[config.mk]
export PLATFORM = sky130hd
export DESIGN_NAME = ysyx_22050550_wbu
export DESIGN_NICKNAME = d
export VERILOG_FILES = /design/src/rtl/ysyx_22050550_wbu.sv
export SDC_FILE = /design/constraint.sdc
export NUM_CORES = 1
export LEC_CHECK = 0
export CAP_MARGIN = 10
export CORE_AREA = 8 8 168 170
export DETAILED_ROUTE_END_ITERATION = 10
export DIE_AREA = 0 0 176 178
export PLACE_DENSITY = 0.74
export SLEW_MARGIN = 0
export SYNTH_ARGS = -nofsm -noshare
export SYNTH_HDL_FRONTEND = slang
export SYNTH_SLANG_ARGS = --single-unit
[constraint.sdc]
create_clock -name clock -period 3.52 [get_ports clock]
set_input_delay 1.056 -clock clock [delete_from_list [all_inputs] [get_ports clock]]
set_output_delay 1.056 -clock clock [all_outputs]
set_load 0.03 [all_outputs]
[src/rtl/ysyx_22050550_wbu.sv]
// Writeback stage: captures one retiring instruction, waits for load data and commits to the regfile/bypass.
// Optional difftest commit ports are enabled by defining YSYX_22050550_DIFFTEST_EN.
module ysyx_22050550_wbu (
    input  logic        clock,
    input  logic        reset,
    input  logic        io_LSU_valid,
    output logic        io_LSU_ready,
    input  logic [63:0] io_LSU_pc,
    input  logic [31:0] io_LSU_inst,
    input  logic        io_LSU_wen,
    input  logic [4:0]  io_LSU_waddr,
    input  logic [63:0] io_LSU_alures,
    input  logic        io_LSU_isload,
    input  logic [2:0]  io_LSU_ldtype,
    input  logic [2:0]  io_LSU_addrlo,
    input  logic        io_MEM_rvalid,
    input  logic [63:0] io_MEM_rdata,
    output logic        io_REG_wen,
    output logic [4:0]  io_REG_waddr,
    output logic [63:0] io_REG_wdata,
    output logic        io_WBU_valid,
    output logic [4:0]  io_WBU_waddr,
    output logic [63:0] io_WBU_rdata,
    output logic [63:0] io_commit_cnt
`ifdef YSYX_22050550_DIFFTEST_EN
    ,
    output logic        io_DIFF_valid,
    output logic [63:0] io_DIFF_pc,
    output logic [31:0] io_DIFF_inst
`endif
);

    typedef enum logic [1:0] {
        IDLE     = 2'd0,
        WAIT_MEM = 2'd1,
        COMMIT   = 2'd2
    } state_e;

    state_e      state_r, state_nxt_s;
    logic        ready_s, capture_s, enter_commit_s;
    logic        src_wen_s;
    logic [4:0]  src_waddr_s;
    logic [63:0] src_wdata_s, src_pc_s;
    logic [31:0] src_inst_s;

    logic        ins_wen_r;
    logic [4:0]  ins_waddr_r;
    logic [63:0] ins_pc_r;
    logic [31:0] ins_inst_r;
    logic [2:0]  ins_ldtype_r, ins_addrlo_r;

    logic        reg_wen_r;
    logic [4:0]  reg_waddr_r;
    logic [63:0] reg_wdata_r;
    logic [63:0] commit_cnt_r;
`ifdef YSYX_22050550_DIFFTEST_EN
    logic        diff_valid_r;
    logic [63:0] diff_pc_r;
    logic [31:0] diff_inst_r;
`endif

    // Byte-align the raw doubleword and extend it according to the load funct3; misalignment is not checked.
    function automatic logic [63:0] fmt_load(input logic [63:0] raw, input logic [2:0] ldtype,
                                             input logic [2:0] addrlo);
        logic [63:0] shifted;
        shifted = raw >> {addrlo, 3'b000};
        case (ldtype)
            3'b000:  fmt_load = {{56{shifted[7]}}, shifted[7:0]};
            3'b001:  fmt_load = {{48{shifted[15]}}, shifted[15:0]};
            3'b010:  fmt_load = {{32{shifted[31]}}, shifted[31:0]};
            3'b100:  fmt_load = {56'd0, shifted[7:0]};
            3'b101:  fmt_load = {48'd0, shifted[15:0]};
            3'b110:  fmt_load = {32'd0, shifted[31:0]};
            default: fmt_load = shifted;
        endcase
    endfunction

    // Next-state logic and selection of the instruction that enters COMMIT on the coming edge.
    always_comb begin
        ready_s        = (state_r == IDLE) || (state_r == COMMIT);
        capture_s      = io_LSU_valid && ready_s;
        state_nxt_s    = state_r;
        enter_commit_s = 1'b0;
        src_wen_s      = io_LSU_wen;
        src_waddr_s    = io_LSU_waddr;
        src_wdata_s    = io_LSU_alures;
        src_pc_s       = io_LSU_pc;
        src_inst_s     = io_LSU_inst;
        case (state_r)
            IDLE, COMMIT: begin
                if (capture_s) begin
                    if (io_LSU_isload) begin
                        state_nxt_s = WAIT_MEM;
                    end else begin
                        state_nxt_s    = COMMIT;
                        enter_commit_s = 1'b1;
                    end
                end else begin
                    state_nxt_s = IDLE;
                end
            end
            WAIT_MEM: begin
                src_wen_s   = ins_wen_r;
                src_waddr_s = ins_waddr_r;
                src_wdata_s = fmt_load(io_MEM_rdata, ins_ldtype_r, ins_addrlo_r);
                src_pc_s    = ins_pc_r;
                src_inst_s  = ins_inst_r;
                if (io_MEM_rvalid) begin
                    state_nxt_s    = COMMIT;
                    enter_commit_s = 1'b1;
                end else begin
                    state_nxt_s = WAIT_MEM;
                end
            end
            default: state_nxt_s = IDLE;
        endcase
    end

    // State, captured instruction and registered commit outputs; commit data holds outside COMMIT.
    always_ff @(posedge clock) begin
        if (reset) begin
            state_r      <= IDLE;
            ins_wen_r    <= 1'b0;
            ins_waddr_r  <= 5'd0;
            ins_pc_r     <= 64'd0;
            ins_inst_r   <= 32'd0;
            ins_ldtype_r <= 3'd0;
            ins_addrlo_r <= 3'd0;
            reg_wen_r    <= 1'b0;
            reg_waddr_r  <= 5'd0;
            reg_wdata_r  <= 64'd0;
            commit_cnt_r <= 64'd0;
`ifdef YSYX_22050550_DIFFTEST_EN
            diff_valid_r <= 1'b0;
            diff_pc_r    <= 64'd0;
            diff_inst_r  <= 32'd0;
`endif
        end else begin
            state_r <= state_nxt_s;
            if (capture_s) begin
                ins_wen_r    <= io_LSU_wen;
                ins_waddr_r  <= io_LSU_waddr;
                ins_pc_r     <= io_LSU_pc;
                ins_inst_r   <= io_LSU_inst;
                ins_ldtype_r <= io_LSU_ldtype;
                ins_addrlo_r <= io_LSU_addrlo;
            end
            if (enter_commit_s) begin
                // x0 never writes and never forwards, but still retires.
                reg_wen_r    <= src_wen_s && (src_waddr_s != 5'd0);
                reg_waddr_r  <= src_waddr_s;
                reg_wdata_r  <= src_wdata_s;
                commit_cnt_r <= commit_cnt_r + 64'd1;
`ifdef YSYX_22050550_DIFFTEST_EN
                diff_valid_r <= 1'b1;
                diff_pc_r    <= src_pc_s;
                diff_inst_r  <= src_inst_s;
`endif
            end else begin
                reg_wen_r    <= 1'b0;
`ifdef YSYX_22050550_DIFFTEST_EN
                diff_valid_r <= 1'b0;
`endif
            end
        end
    end

    assign io_LSU_ready  = ready_s;
    assign io_REG_wen    = reg_wen_r;
    assign io_REG_waddr  = reg_waddr_r;
    assign io_REG_wdata  = reg_wdata_r;
    assign io_WBU_valid  = reg_wen_r;
    assign io_WBU_waddr  = reg_waddr_r;
    assign io_WBU_rdata  = reg_wdata_r;
    assign io_commit_cnt = commit_cnt_r;
`ifdef YSYX_22050550_DIFFTEST_EN
    assign io_DIFF_valid = diff_valid_r;
    assign io_DIFF_pc    = diff_pc_r;
    assign io_DIFF_inst  = diff_inst_r;
`else
    // Without difftest the captured pc/inst have no consumer.
    logic unused_s;
    assign unused_s = ^{src_pc_s, src_inst_s, ins_pc_r, ins_inst_r};
`endif

endmodule
==> impl_metrics.toml, run 1 <==
[timing]
max_freq_ghz = 0.3005
max_slew_violation_count = 0
setup-violations-final = 0
grt_setup_unrepaired = "no"
post-route-period-util_pct = 94.54
tightest_slew_ns = 0.9845
slew-limit-headroom_pct = 34.37
skew_ns = 0.02018
worst_slack_ns = 0.1922
finalHoldViolCount = 0
hold-worst-slack_ns = 0.4602
timing.final.crit_period_ns = 3.328

[final_layout]
multi_input_comb_area_um2 = 5535
num_antenna_cells = 0
layout-drive-gt1-share_pct = 10.66
register_cell_area_after_layout_um2 = 2970
nNetsFinal = 1645
area.growth.synth_to_final_pct = 43.38
number_of_fill_cells = 2317

[floorplan]
num_io_pins = 446
die_width_um = 176
starting_density_of_the_core_pct = 36.79
die_y_um = 178
placementRows = 59
core-area_um2 = 25620
fp.dieArea_um2 = 31330

[yosys]
synthArstFlopShare_pct = 0
synth_register_bits = 148
synth_seq_area_share_pct = 31.44
post_synth_instance_area_um2 = 9425
yosys_warnings = 0
top_flip_flop_cell_by_instance_count_after_synthesis = "dfxtp_1"
synthCells = 1149
synth_enable_flop_cells = 0
syn_nets = 1391
avgSynthCellArea_um2 = 8.203
post_synth_num_cell_types = 56

[pwr]
comb_pwr_share_pct = 25.8
sw_frac_of_total_pct = 34.17
internal_power_of_the_cells_mw = 3.287
power.switching_mw = 1.706
totalPowerFinal_mw = 4.993
power-per-cell-area_nw_per_um2 = 369.4
p_leak_nw = 4.347
power.clock.fraction_pct = 37.2
vdd_ir_drop_max_mv = 0.1942
seqPwrFrac_pct = 37.0

[setup_path]
start_kind = "input pin"
worst-path-max-fanout = 9
class_of_the_most_critical_setup_path = "input pin to register"
cp.required_ns = 3.88
setup.worst_path.end_class = "register"
reg2reg_setup_slack_ns = 0.89
worst-endpoint-arrival_ns = 3.69

[clock_network]
gates_resized_cts_repair = 0
cts.root.buffer_cell = "clkbuf_16"
clock_path_buffers = 2
clk_transition_reported_paths_ns = 0.07
latest_clock_arrival_within_the_worst_skew_pair_ns = 0.44
post-cts-setup-buffer-count = 0
cts_tree = "yes"
cts_htree_levels = 4
cts_buffers = 17
clkSinkCount = 148
ctsHoldBuffers = 0

[min_path]
hold_class = "register to register"

[global_route]
grt_max_degree = 69
gr-usage-all-layers_pct = 24.08
global_route_wire_length_before_repair_um = 59150
grt_pass1_vias = 9939
grt.overflow.total = 0
antenna_found_initial = 2

[placement]
port_buffers = 349
post-place-ws_ns = -0.2422
dp_hpwl_um = 29790
finalWeightedCongestion = 0.9095

[drt]
routed_wl_um = 39110
detail_route.drc_violations = 0
antenna_left = 0
drt_iter0_markers = 976
drt_first_pass_iters = 5
post_drt_wl_per_cell_um = 22.34
route.vias.total = 10380
drt-vias-per-instance = 5.929

[job]
maxCapViolations = 0

[outcome]
run_status = "completed"
[registers in the layout, indices dropped and copies added, names as in the netlist]
name	flops
io_REG_wdata	64
io_commit_cnt	64
ins_waddr_r	5
io_REG_waddr	5
ins_addrlo_r	3
ins_ldtype_r	3
state_r	2
ins_wen_r	1
io_REG_wen	1
[synthesized netlist by cell type, types with 10 or more instances]
master    count  share of area, %
buf_4        70               5.6
a21oi_1      88               4.7
o22ai_1      24               1.6
a221o_1      23               2.4
nor2_1       65               2.6
buf_1        10              0.40
clkbuf_1     75               3.0
inv_1        19              0.76
nand4_1      21               1.4
a211oi_1     15               1.2
mux4_2       33               7.9
xnor2_1      20               1.9
nor4_1       41               2.7
o21ai_0     109               5.8
o31ai_1      21               1.7
nand2_1     127               5.1
nand3_1      27               1.4
mux2_2       21               2.5
or4_1        26               2.1
dfxtp_1     148                31
a211o_1      15               1.4
nor3_1       17              0.90
or3_1        17               1.1
mux2i_1      32               3.4
[metrics by stage]
step / instances / instance area (µm²) / util [%] / TNS [ns]
5_1_grt: 1751 / 13510 / 52.76 / 0
2_1_floorplan: 1149 / 9425 / - / 0
3_3_place_gp: 1719 / 12940 / 50.50 / -3.083
4_1_cts: 1751 / 13510 / 52.76 / 0
6_report: 1751 / 13510 / 52.76 / 0
3_5_place_dp: 1719 / 12940 / 50.50 / -3.698
[per-layer routing]
metal / share of wire [%] / GRT usage (%) / vias up
li1: - / - / 4755
met1: 38 / 28.03 / 4961
met2: 49 / 42.07 / 599
met3: 9.5 / 6.753 / 62
met4: 2.6 / 7.983 / 4
met5: 0.054 / 0 / -
[worst max-delay path, stage by stage]
cell	delay (ns)
clkdlybuf4s50_1	0.48
or3b_4	0.38
a2111o_1	0.45
buf_4	0.19
or3_1	0.45
or4_1	0.54
a21oi_1	0.15
[cell usage in the layout (no fill, tap or decap), types with 17 or more instances in the layout]
cell / netlist / layout
nand2_1: 127 / 127
nand3_1: 27 / 27
inv_1: 19 / 19
o22ai_1: 24 / 24
clkdlybuf4s50_1: 0 / 348
mux2_2: 21 / 21
nand4_1: 21 / 21
clkbuf_16: 0 / 17
or3_1: 17 / 17
mux2i_1: 32 / 32
mux4_2: 33 / 33
dfxtp_1: 148 / 144
xnor2_1: 20 / 20
a21oi_1: 88 / 88
buf_4: 70 / 41
nor4_1: 41 / 40
o21ai_0: 109 / 109
o31ai_1: 21 / 21
or4_1: 26 / 26
nor2_1: 65 / 64
a221o_1: 23 / 23
[power by group through the flow]
| stage | combinational, mW | clock, mW | sequential, mW |
|---|---|---|---|
| 2_1_floorplan | 0.644 | 0 | 1.96 |
| 3_3_place_gp | 1.27 | 0 | 1.88 |
| 3_5_place_dp | 1.28 | 0 | 1.88 |
| 4_1_cts | 1.29 | 1.89 | 1.84 |
| 5_1_grt | 1.36 | 1.97 | 1.86 |
| 6_report | 1.29 | 1.86 | 1.85 |
[cell families after synthesis]
logic type                 Yosys count  share of synthesized area (%)
AOI/OAI and AO/OA                  317                          20.78
buffers and inverters              182                          10.26
muxes                               86                          13.79
xor gates and xnor gates            26                          2.416
DFF                                148                          31.44
adders and majority gates            1                         0.1327
and+or+nand+nor                    389                          21.19
[path summary, 6_finish.rpt]
kind / cells after the start / end / startpoint
worst max register to register: 7 / io_commit_cnt[52] / io_commit_cnt[0]
worst min register to register: 2 / ins_wen_r / ins_wen_r
worst max-delay path: 7 / io_commit_cnt[61] / io_LSU_valid
worst min-delay path: 2 / ins_wen_r / ins_wen_r
[layout make-up]
cell class                 count  share of cell area, %
clock buffer                  17                  3.148
clock inverter                15                  1.130
inverter                      20                 0.5555
multi-input combinational    819                  40.96
sequential                   148                  21.98
tap                          335                  3.102
timing repair buffer         397                  29.13
Note: power is estimated with default switching activity, not from simulation.
==> inputs of run 2 (changes only) <==
- CAP_MARGIN: 10 -> 15
- RECOVER_POWER: unset -> 100
==> run 2 against run 1 <==
Net effect:
- the run now ends with max-capacitance violations, max-slew violations left
- hold slack about the same
- cell count about the same
- sequential share of layout area increased by 0.064 points
- clock power hardly changed
- register-to-register slack lost 0.56 ns
- core utilization down 0.18 points
- setup slack got worse by 0.056 ns
- global-route usage unchanged
- sequential power hardly changed
- first-iteration DRC count down 4.9%
- fmax shrank 1.7%
- critical path type unchanged
- largest cell class unchanged
==> impl_metrics.toml, run 2 (synthesis gave the netlist of run 1 again) <==
[clock_network]
cts_tree = "yes"
cts_htree_levels = 4
clock_path_buffers = 2
cts.root.buffer_cell = "clkbuf_16"
cts_buffers = 17
clkSinkCount = 148
ctsHoldBuffers = 0
clk_transition_reported_paths_ns = 0.07
gates_resized_cts_repair = 0
post-cts-setup-buffer-count = 0
latest_clock_arrival_within_the_worst_skew_pair_ns = 0.44

[timing]
setup-violations-final = 0
max_slew_violation_count = 39
hold-worst-slack_ns = 0.4604
finalHoldViolCount = 0
post-route-period-util_pct = 96.14
max_freq_ghz = 0.2955
skew_ns = 0.02132
tightest_slew_ns = 1.886
timing.final.crit_period_ns = 3.384
slew-limit-headroom_pct = -25.73
grt_setup_unrepaired = "no"
tns_ns = 0

[floorplan]
num_io_pins = 446
die_width_um = 176
fp.dieArea_um2 = 31330
die_y_um = 178
core-area_um2 = 25620
starting_density_of_the_core_pct = 36.79
placementRows = 59

[global_route]
grt_pass1_vias = 9939
global_route_wire_length_before_repair_um = 59150
gr-usage-all-layers_pct = 24.08
grt_max_degree = 69
antenna_found_initial = 2
grt.overflow.total = 0

[drt]
drt-vias-per-instance = 5.918
drt_iter0_markers = 928
antenna_left = 0
detail_route.drc_violations = 0
drt_first_pass_iters = 5
post_drt_wl_per_cell_um = 22.31
route.vias.total = 10370
routed_wl_um = 39080

[final_layout]
mostFrequentLayoutCell = "dlygate4sd3_1"
area.growth.synth_to_final_pct = 42.90
register_cell_area_after_layout_um2 = 2969
multi_input_comb_area_um2 = 5525
nNetsFinal = 1645
layout_common_cells = "dlygate4sd3_1 (207), dfxtp_1 (145), clkdlybuf4s50_1 (141)"
layout-drive-gt1-share_pct = 9.746
number_of_fill_cells = 2328
final_cell_area_um2 = 13470

[placement]
port_buffers = 349
placed_cell_area_um2 = 12940
dp_hpwl_um = 29790
finalWeightedCongestion = 0.9095

[setup_path]
timing.critical_path.max_delay_family = "simple AND/OR/NAND/NOR gates"
worst-endpoint-arrival_ns = 3.73
timing.critical_path.depth = 8
crit_path_max_incr_delay_ns = 0.55
cp_slowest_cell = "dlygate4sd3_1"
reg2reg_setup_slack_ns = 0.33
class_of_the_most_critical_setup_path = "input pin to register"
start_kind = "input pin"
path_buf_inv = 3
cp.required_ns = 3.87
worst-path-max-fanout = 9
worst_flop_to_flop_path_startpoint = "state_r[0]"
timing.critical_path.to = "io_commit_cnt[33]"
timing.reg2reg.worst_path_depth = 5
crit_chain = "dlygate4sd3_1, or3b_4, a2111o_1, buf_4, or4_1, buf_4, or3_1, a21oi_1"
crit_top_cell = "buf_4"
rr_endpoint = "io_REG_wdata[44]"
setup.worst_path.end_class = "register"
setup.worst_path.start = "io_LSU_valid"

[pwr]
vdd_ir_drop_max_mv = 0.1922
totalPowerFinal_mw = 4.941
power-per-cell-area_nw_per_um2 = 366.9
p_leak_nw = 4.938

[min_path]
hold_class = "register to register"

[outcome]
violated_checks = "max-capacitance violations, max-slew violations"
run_status = "finished, violations left"

[job]
maxCapViolations = 1
## run 2: cell count changes in the layout (fill, tap and decap cells not counted), moves of 2 or more
cell / change
clkbuf_4: +2
clkdlybuf4s50_1: -207
dlygate4sd3_1: +207
clkbuf_1: +9
buf_4: -12
## run 2: tightest hold or removal path: cells and delay by family (launching register included)
family             cells  cell delay [ns]
AOI/OAI and AO/OA      1             0.05
DFF                    1             0.31
and+or+nand+nor        1             0.05
## run 2: cell type report
type / count / area share [%]
tap: 335 / 3.112
clock inverter: 15 / 1.133
clock buffer: 17 / 3.158
antenna: 1 / 0.01858
sequential: 148 / 22.04
timing repair buffer: 397 / 28.95
multi-input combinational: 819 / 41.02
inverter: 20 / 0.5574
## run 2: layer usage
metal	global-route usage, %	share of wire, %
met4	7.983	2.7
met5	0	0.054
met1	28.03	39
met3	6.753	8.9
met2	42.07	50
## run 2: report_power, final
group | total (mW) | internal [mW] | switching, mW
Clock | 1.86 | 0.951 | 0.908
Combinational | 1.24 | 0.542 | 0.701
Sequential | 1.84 | 1.75 | 0.0923
## run 2: how the worst min path moves through the flow
stage | startpoint | slack, ns | cells after the start | endpoint
after floorplan | ins_wen_r | 0.44 | 2 | ins_wen_r
after CTS | ins_wen_r | 0.46 | 2 | ins_wen_r
after global routing | ins_wen_r | 0.48 | 2 | ins_wen_r
after global placement | ins_wen_r | 0.45 | 2 | ins_wen_r
after detailed placement | ins_wen_r | 0.45 | 2 | ins_wen_r
final | ins_wen_r | 0.46 | 2 | ins_wen_r
## run 2: per-stage QoR
stage | setup WS (ns) | instances | utilization, %
finish | 0.1360 | 1752 | 52.58
global route | 0.07169 | 1751 | 52.57
CTS | 0.2092 | 1751 | 52.76
detailed placement | -0.2422 | 1719 | 50.50
global placement | -0.2192 | 1719 | 50.50
floorplan | 0.2206 | 1149 | -
==> inputs of run 3 (changes only) <==
- CORE_AREA: 8 8 168 170 -> unset
- CORE_MARGIN: unset -> 8
- CORE_UTILIZATION: unset -> 25
- DIE_AREA: 0 0 176 178 -> unset
- PLACE_DENSITY: 0.74 -> unset
- TNS_END_PERCENT: unset -> 30
==> run 3 against run 2 <==
Net effect:
- the run still ends with max-capacitance violations, max-slew violations left
- non-clock buffer count grew 3
- global-route usage shrank 6.2 points
- first-iteration DRC count decreased by 7.9%
- cell area is 1.5% higher
- via count shrank 2.6%
- sequential power barely moved
- sequential share of layout area down 0.32 points
- cell count increased by 11%
- combinational power about the same
- setup slack gained 0.031 ns
- fmax increased by 0.93%
- clock-buffer cell count grew 1
==> impl_metrics.toml, run 3 (synthesis gave the netlist of run 1 again) <==
[outcome]
run_status = "finished, violations left"
violated_checks = "max-capacitance violations, max-slew violations"

[drt]
drt_first_pass_iters = 5
detail_route.drc_violations = 0
drt-vias-per-instance = 5.210
drt-met1-wl_um = 16220
route.vias.total = 10100
maxUsedRoutingLayer = "met5"
routed-wl-met3_um = 3783
routed_wl_um = 40910
antenna_left = 0
post_drt_wl_per_cell_um = 21.11
dr_wl_met2_um = 19990
drt_iter0_markers = 855

[clock_network]
cts_htree_levels = 4
gates_resized_cts_repair = 0
latest_clock_arrival_within_the_worst_skew_pair_ns = 0.44
cts_tree = "yes"
cts_buffers = 17
post-cts-setup-buffer-count = 0
clock_path_buffers = 2
cts.root.buffer_cell = "clkbuf_16"
clk_transition_reported_paths_ns = 0.07
ctsHoldBuffers = 0
clkSinkCount = 148

[pwr]
vdd_ir_drop_max_mv = 0.3378
power-per-cell-area_nw_per_um2 = 361.0
p_leak_nw = 4.924

[setup_path]
start_kind = "input pin"
timing.critical_path.max_delay_family = "simple AND/OR/NAND/NOR gates"
worst-endpoint-arrival_ns = 3.72
cp.required_ns = 3.89
cp_slowest_cell = "or4_4"
crit_path_max_incr_delay_ns = 0.64
worst-path-max-fanout = 20
crit_chain = "clkdlybuf4s50_1, or3b_1, a2111o_1, or4_4, or4_1, a21oi_1"
setup.worst_path.end_class = "register"
path_buf_inv = 1
class_of_the_most_critical_setup_path = "input pin to register"

[timing]
finalHoldViolCount = 0
max_freq_ghz = 0.2983
timing.final.crit_period_ns = 3.353
worst_slack_ns = 0.1671
tightest_slew_ns = 1.687
setup-violations-final = 0
post-route-period-util_pct = 95.25
tns_ns = 0
grt_setup_unrepaired = "no"
hold-worst-slack_ns = 0.4688
max_slew_violation_count = 39
slew-limit-headroom_pct = -12.48
skew_ns = 0.01153

[final_layout]
layout-drive-gt1-share_pct = 9.309
nNetsFinal = 1648
final_cell_area_um2 = 13670
area.growth.synth_to_final_pct = 45.08
number_of_fill_cells = 3846
layout_common_cells = "dlygate4sd3_1 (206), dfxtp_1 (144), clkdlybuf4s50_1 (142)"
mostFrequentLayoutCell = "dlygate4sd3_1"

[floorplan]
core-area_um2 = 37400
die_y_um = 210.2
fp.dieArea_um2 = 44170
starting_density_of_the_core_pct = 25.20
placementRows = 71
num_io_pins = 446
die_width_um = 210.2

[placement]
finalWeightedCongestion = 0.8827
dp_hpwl_um = 31580
post-place-ws_ns = -0.2393
placed_cell_area_um2 = 13140
port_buffers = 349

[global_route]
grt_pass1_vias = 9774
global_route_wire_length_before_repair_um = 61170
grt_max_degree = 73
grt.overflow.total = 0
antenna_found_initial = 10
gr-usage-all-layers_pct = 17.87

[job]
maxCapViolations = 1

[min_path]
hold_class = "register to register"
[run 3: worst paths after layout]
path,cells after the start,endpoint,startpoint,slack (ns)
min reg2reg,2,ins_waddr_r[3],ins_waddr_r[3],0.47
max reg2reg,5,io_REG_wdata[49],state_r[0],0.41
min,2,ins_waddr_r[3],ins_waddr_r[3],0.47
max,6,io_commit_cnt[63],io_LSU_valid,0.17
[run 3: worst min-delay path, cell delays in order, from the launching register on]
cell	delay, ns
dfxtp_1	0.32
nand2_1	0.05
a21oi_1	0.05
[run 3: layer usage]
metal | vias to the layer above | global-route usage, %
met5 | - | 0
met4 | 8 | 5.711
met3 | 45 | 6.104
met2 | 418 | 30.12
met1 | 4854 | 21.14
li1 | 4772 | -
[run 3: where the power goes]
| group | leakage, nW | internal (mW) | switching (mW) |
|---|---|---|---|
| Sequential | 1.21 | 1.75 | 0.0952 |
| Clock | 0.283 | 1.07 | 0.800 |
| Combinational | 3.43 | 0.532 | 0.691 |
| Total | 4.92 | 3.35 | 1.59 |
[run 3: cell type report]
cell class	instances	area [µm²]	share of cell area [%]
Antenna cell	9	22.52	0.1647
Clock buffer	18	439.2	3.212
Clock inverter	13	150.1	1.098
Inverter	20	75.07	0.5490
Multi-Input combinational cell	819	5523	40.39
Sequential cell	148	2970	21.72
Tap cell	511	639.4	4.676
Timing Repair Buffer	400	3855	28.19
[run 3: stage by stage]
stage	total power [mW]	utilization (%)	instances
4_1_cts	5.044	36.71	1929
5_1_grt	5.141	36.54	1934
2_1_floorplan	2.606	-	1149
3_5_place_dp	3.164	35.14	1898
3_3_place_gp	3.151	35.14	1898
6_report	4.936	36.56	1938
